File: src/rtl/iq_integrate_dump.sv
// XOR detection, windowed integrate-and-dump of I/Q detections with hard bit decision.
// Define IQ_SAT_EN for saturating accumulators; the default build wraps modulo 2^SUM_W.
module iq_integrate_dump #(
    parameter int SUM_W   = 5,
    parameter int WIN_LEN = 16,
    parameter int CNT_W   = 16
) (
    input  logic             clk,
    input  logic             reset,
    input  logic             enable,
    input  logic             sync,
    input  logic             i_wf,
    input  logic             q_wf,
    input  logic             samp,
    output logic [SUM_W-1:0] isum,
    output logic [SUM_W-1:0] qsum,
    output logic             sum_valid,
    output logic             bit_out,
    output logic             tie,
    output logic             ovf,
    output logic [CNT_W-1:0] win_pos
);

    localparam logic [CNT_W-1:0] LAST_POS = CNT_W'(WIN_LEN - 1);

    logic             idect, qdect;
    logic [SUM_W:0]   i_ext, q_ext;
    logic [SUM_W-1:0] i_next, q_next;
    logic             i_ovf, q_ovf;

    logic [SUM_W-1:0] iacc_q, iacc_d, qacc_q, qacc_d;
    logic [CNT_W-1:0] win_pos_q, win_pos_d;
    logic             ovf_acc_q, ovf_acc_d;
    logic [SUM_W-1:0] isum_q, isum_d, qsum_q, qsum_d;
    logic             sum_valid_q, sum_valid_d;
    logic             bit_out_q, bit_out_d;
    logic             tie_q, tie_d;
    logic             ovf_q, ovf_d;

    assign idect = samp ^ i_wf;
    assign qdect = samp ^ q_wf;

    // The extra top bit of each sum is the carry-out used as the overflow flag.
    always_comb begin
        i_ext = {1'b0, iacc_q} + {{SUM_W{1'b0}}, idect};
        q_ext = {1'b0, qacc_q} + {{SUM_W{1'b0}}, qdect};
        i_ovf = i_ext[SUM_W];
        q_ovf = q_ext[SUM_W];
`ifdef IQ_SAT_EN
        i_next = i_ovf ? {SUM_W{1'b1}} : i_ext[SUM_W-1:0];
        q_next = q_ovf ? {SUM_W{1'b1}} : q_ext[SUM_W-1:0];
`else
        i_next = i_ext[SUM_W-1:0];
        q_next = q_ext[SUM_W-1:0];
`endif
    end

    always_comb begin
        iacc_d      = iacc_q;
        qacc_d      = qacc_q;
        win_pos_d   = win_pos_q;
        ovf_acc_d   = ovf_acc_q;
        isum_d      = isum_q;
        qsum_d      = qsum_q;
        sum_valid_d = 1'b0;
        bit_out_d   = bit_out_q;
        tie_d       = tie_q;
        ovf_d       = ovf_q;
        if (enable) begin
            if (sync) begin
                iacc_d    = '0;
                qacc_d    = '0;
                win_pos_d = '0;
                ovf_acc_d = 1'b0;
            end else if (win_pos_q == LAST_POS) begin
                isum_d      = i_next;
                qsum_d      = q_next;
                ovf_d       = ovf_acc_q | i_ovf | q_ovf;
                sum_valid_d = 1'b1;
                // On a tie the previous decision is kept.
                if (i_next > q_next) begin
                    bit_out_d = 1'b1;
                    tie_d     = 1'b0;
                end else if (i_next < q_next) begin
                    bit_out_d = 1'b0;
                    tie_d     = 1'b0;
                end else begin
                    tie_d     = 1'b1;
                end
                iacc_d    = '0;
                qacc_d    = '0;
                win_pos_d = '0;
                ovf_acc_d = 1'b0;
            end else begin
                iacc_d    = i_next;
                qacc_d    = q_next;
                ovf_acc_d = ovf_acc_q | i_ovf | q_ovf;
                win_pos_d = win_pos_q + CNT_W'(1);
            end
        end
    end

    always_ff @(posedge clk) begin
        if (reset) begin
            iacc_q      <= '0;
            qacc_q      <= '0;
            win_pos_q   <= '0;
            ovf_acc_q   <= 1'b0;
            isum_q      <= '0;
            qsum_q      <= '0;
            sum_valid_q <= 1'b0;
            bit_out_q   <= 1'b0;
            tie_q       <= 1'b0;
            ovf_q       <= 1'b0;
        end else begin
            iacc_q      <= iacc_d;
            qacc_q      <= qacc_d;
            win_pos_q   <= win_pos_d;
            ovf_acc_q   <= ovf_acc_d;
            isum_q      <= isum_d;
            qsum_q      <= qsum_d;
            sum_valid_q <= sum_valid_d;
            bit_out_q   <= bit_out_d;
            tie_q       <= tie_d;
            ovf_q       <= ovf_d;
        end
    end

    assign isum      = isum_q;
    assign qsum      = qsum_q;
    assign sum_valid = sum_valid_q;
    assign bit_out   = bit_out_q;
    assign tie       = tie_q;
    assign ovf       = ovf_q;
    assign win_pos   = win_pos_q;

endmodule

File: config.mk
export PLATFORM = sky130hd
export DESIGN_NAME = iq_integrate_dump
export DESIGN_NICKNAME = d
export VERILOG_FILES = /design/src/rtl/iq_integrate_dump.sv
export SDC_FILE = /design/constraint.sdc
export NUM_CORES = 1
export LEC_CHECK = 0
export ABC_AREA = 0
export ABC_CLOCK_PERIOD_IN_PS = 2000
export BUFFER_PORTS_ARGS = -buffer_cell sky130_fd_sc_hd__buf_4
export CORE_MARGIN = 2
export CORE_UTILIZATION = 40
export CTS_CLUSTER_SIZE = 28
export DETAILED_ROUTE_END_ITERATION = 7
export GPL_TIMING_DRIVEN = 0
export PLACE_DENSITY_LB_ADDON = 0.2
export SYNTH_ARGS = -nofsm -noshare
export SYNTH_HDL_FRONTEND = slang
export SYNTH_SLANG_ARGS = --single-unit
File: constraint.sdc
create_clock -name clk -period 2 [get_ports clk]
set_input_delay 0.3 -clock clk [delete_from_list [all_inputs] [get_ports clk]]
set_output_delay 0.3 -clock clk [all_outputs]
set_load 0.005 [all_outputs]
* Word level (Yosys, flattened, before mapping) *
Cells that the tools add are included.

storage, ports and cells
  memories kept = 0
  latch bits = 0
  bits in registers = 41
  memory bits (writable) = 0
  memory bits (read-only) = 0
  output and inout port bits = 30
  input bits = 7

operators by class
  shift operators = 0
  reduce and logical (&&, ||, !) cells = 4
  equal/unequal tests = 1
  $lt $le $gt $ge = 2
  multiply operators = 0
  add/sub/neg operators = 3
  bitwise operators = 6
  mux-type cells = 13
  div/mod/pow operators = 0

operators with widths
  operator               number
  $mux 16                2
  $mux 5                 4
  $add 16x1->16 const B  1
  $eq 16x4->1 const B    1
  $add 5x1->6            2
  $mux 1                 7
  $gt 5x5->1             1
  $lt 5x5->1             1
  $reduce_and 4->1       1
  $reduce_and 3->1       1
  $reduce_or 3->1        1
  $not 1->1              2
  $or 1x1->1             2
  $reduce_bool 2->1      1
  $xor 1x1->1            2

* Longest topological paths before layout *
  depth after elaboration = 6
  depth in mapped cells = 10

* Worst setup path before layout *
Ideal clock, no wire load.

  path kind = input to register
  start = input port q_wf
  end = register bit_out_q, in the netlist bit_out
  slack = -0.117 ns
  path buffers = 0
  setup time = 0.126 ns
  cell stages on the path = 10
  required time = 1.874 ns
  arrival = 1.991 ns
  cell sequence = xor2_1 > ha_1 > ha_1 > inv_1 > ha_1 > nor2b_1 > o21ai_0 > o211ai_1 > a211oi_1 > nor3_1

on the way
  longest elaborated chain between the ends = 5

RTL lines
  what                                             line    source
  start: declaration                               13      input logic q_wf,
  $xor 1x1->1 (*)                                  41      assign qdect = samp ^ q_wf;
  $add 5x1->6 (*)                                  46      q_ext = {1'b0, qacc_q} + {{SUM_W{1'b0}}, qdect};
  net q_ext[1]                                     27      logic [SUM_W:0] i_ext, q_ext;
  $gt 5x5->1 / $lt 5x5->1 (equally long branches)  81, 84
  $reduce_bool 2->1 (no line)                      --
  $reduce_and 4->1 (no line)                       --
  end signal: assignment                           123     bit_out_q <= bit_out_d;
  end: declaration                                 36      logic bit_out_q, bit_out_d;

Mark *: on every way through the listed nets, which the timed path passes. The rest lies on a longest branch.
A chain may end at the register's enable or synchronous reset.

* Worst setup path in the final report *
  start = register qacc_q[0]
  end = register bit_out_q, in the netlist bit_out

on the way
  longest elaborated chain between the ends = 4

RTL lines
  what                                             line    source
  start: declaration                               31      logic [SUM_W-1:0] iacc_q, iacc_d, qacc_q, qacc_d;
  start signal: assignment                         117     qacc_q <= qacc_d;
  $add 5x1->6 (*)                                  46
  $gt 5x5->1 / $lt 5x5->1 (equally long branches)  81, 84
  $reduce_bool 2->1 (no line)                      --
  $reduce_and 4->1 (no line)                       --

Mark *: on every way between the ends. The rest lies on a longest branch, timed or not.

==> results.yml <==
critical_path:
  path_class: "flip-flop to flip-flop"
  r2r-end: "bit_out"
  rr_startpoint: "qacc_q[0]"
  crit_family: "adder cells"
  max_stage_delay_ps: 350
  rrSetupSlack_ps: 90
  r2r_cells: 9
  cp-end-kind: "flip-flop"
  path_max_fanout: 3
  critical-path-slowest-cell: "dfxtp_2"
  crit_required_ps: 2180
  path_buf_inv: 1
  start_kind: "flip-flop"
  crit_chain: "ha_2 > ha_4 > xor2_4 > inv_1 > ha_1 > o21ai_2 > o211ai_1 > a211oi_1 > nor3_1"
  cp.arrival_ps: 2080
timing:
  rsz0062_at_grt: "yes"
  fin_crit_sh_pct: 95.3
  max_freq_ghz: 0.525
  tightest_slew_ps: 558
  fin_crit_ps: 1910
  hold_ws_ps: 358
  fin_skew_ps: 2.58
  setup_viol: 0
  drv_slew: 0
  tns_ps: 0
  finalHoldViolations: 0
  slew_headroom_pct: 62.8
  setup_slack_ps: 94.4
layout:
  layout.nets: 294
  area.growth.synth_to_final_pct: 26.9
  stdcell_area_um2: 2530
  nFillCells: 488
  num_antenna_cells: 0
  finalNonFillerCells: 346
  final_cell_mix: "dfxtp_1 (39), buf_4 (37), nand2_1 (33)"
  layout-drive-gt1-share_pct: 23.7
  final_common_cell: "dfxtp_1"
logic_synthesis:
  syn_area_um2: 1990
  synthCells: 236
  synth.area.top_cells: "dfxtp_1 (41%), nand2_1 (6.2%), ha_1 (5.6%), nor2_1 (5.1%), a21oi_1 (5.0%)"
  yosys.area.top_type_share_pct: 41.2
  yosys.area.top_type: "dfxtp_1"
  synth_edf_count: 0
  async_reset_ff_share_pct: 0
  synthDistinctLibCells: 42
  syn_area_per_cell_um2: 8.45
  ys.flop_type: "dfxtp_1"
  yosysSeqAreaShare_pct: 41.2
  yosys_warnings: 0
  synth_seq_cells: 41
  synth_fp_nets: 252
cts:
  cts_tree: "done"
  path_clk_slew_ps: 70
  numCtsBuffers: 5
  cts_sinks: 41
  root_buffer: "clkbuf_8"
  cts_hold_buf: 0
  clk_path_buf_depth: 2
  htreeDepth: 2
  post-cts-setup-buffers: 0
  clock_latency_ps: 290
hold_path:
  hold-path-cell-count: 4
  hold_class: "input port to flip-flop"
  hp-start: "sync"
  holdPathEnd: "win_pos[13]"
placed_design:
  dp.cells: 338
  gp_congestion: 0.775
  placed_area_um2: 2390
  pre_cts_slack_ps: -353
  numPortBuffers: 35
  dpl.hpwl_mm: 3.43
drt:
  drt_pass1_iterations: 4
  vias_per_cell: 5.16
  ant_nets: 0
  vias: 1784
  routed_wl_mm: 4.64
  route.detailed.wl_per_inst_um: 13.4
  drt_iter0_markers: 76
  drc: 0
grt:
  antenna_found_initial: 0
  grt_pass1_wl_mm: 7.66
  overflow: 0
  grt_start_max_net_pins: 12
  grt_pass1_vias: 1688
  grt_use_total_pct: 18.0
floorplan:
  ios: 37
  die_w_um: 74.6
  core_um2: 4750
  std_cell_rows: 25
  die_h_um: 74.6
  dieArea_um2: 5560
  initial_utilization_pct: 41.9
power_and_ir_drop:
  irDropWorstVdd_uv: 309
  leakage_nw: 0.924
  power.density_nw_per_um2: 583
run_status:
  status: "finished clean"
flow_run:
  maxCapViolCount: 0
[per-layer routing]
layer	GRT usage, %	routed length [um]
met1	21.9	2030
met4	7.94	112
met3	4.34	209
met5	0	0
met2	30.1	2280
[synthesized netlist by cell type (2+ instances only)]
cell	count
dfxtp_1	41
nor2_1	27
a21oi_1	20
and4_1	3
nand2_1	33
xnor2_1	10
xor2_1	11
nor2b_1	3
nand3_1	11
nor2_2	2
nand2b_1	2
nor4_1	2
a22oi_1	6
nor3_1	9
clkbuf_1	3
buf_4	2
o21ai_0	3
nand4_1	7
or3_1	2
inv_1	6
ha_1	9
and3_1	4
[how the worst max path moves through the flow]
stage,from,to,slack (ps),cells past startpoint
floorplan,q_wf,bit_out,20,10
global placement,q_wf,bit_out,-340,11
detailed placement,q_wf,bit_out,-350,11
CTS,qacc_q[0],bit_out,20,9
global route,qacc_q[0],bit_out,-20,9
finish,qacc_q[0],bit_out,90,9
[cell type report]
cell class              instances  area [um^2]  share of cell area, %
plain buffers                   7         35.0                   1.38
multi-input cells             181         1220                   48.2
repair buffers                 35          263                   10.4
flip-flops and latches         41          823                   32.5
well taps                      67         83.8                   3.31
clock buffers                   8         80.1                   3.17
inverters                       7         26.3                   1.04
[flip-flops by register name, summed over array words and instances, names as in the netlist]
signal,cells
isum,5
tie,1
ovf_acc_q,1
qacc_q,5
sum_valid,1
iacc_q,5
bit_out,1
win_pos,16
ovf,1
qsum,5
[cells by family after synthesis]
group	count (synthesis)	share of synthesized area (%)
and+or+nand+nor	111	27.7
adders and majority gates	9	5.65
DFF	41	41.2
xor gates and xnor gates	22	10.0
AOI/OAI and AO/OA	39	12.3
buffers and inverters	14	3.08
[stage by stage]
step	utilization, %	power [W]
4_1_cts	52.5	0.00149
3_3_place_gp	50.2	0.000968
2_1_floorplan	-	0.000927
6_report	53.2	0.00148
5_1_grt	53.2	0.00154
3_5_place_dp	50.2	0.000970
[worst register-to-register path, cell delays in order, from the launching register on]
cell and delay, ps:
dfxtp_2 350, ha_2 190, ha_4 170, xor2_4 190, inv_1 60, ha_1 330, o21ai_2 100, o211ai_1 110
a211oi_1 230, nor3_1 60
[repair_timing]
action	in CTS	in global routing
resized for setup	3	9
pin swaps	1	1
endpoints found under the setup margin	9	32
[report_power, final]
group	internal (W)	leakage, nW	switching, W
Sequential	0.000821	0.331	0.00000589
Clock	0.000248	0.0395	0.000269
Combinational	0.0000546	0.553	0.0000774
Total	0.00112	0.924	0.000352
(Power assumes the default switching activity.)
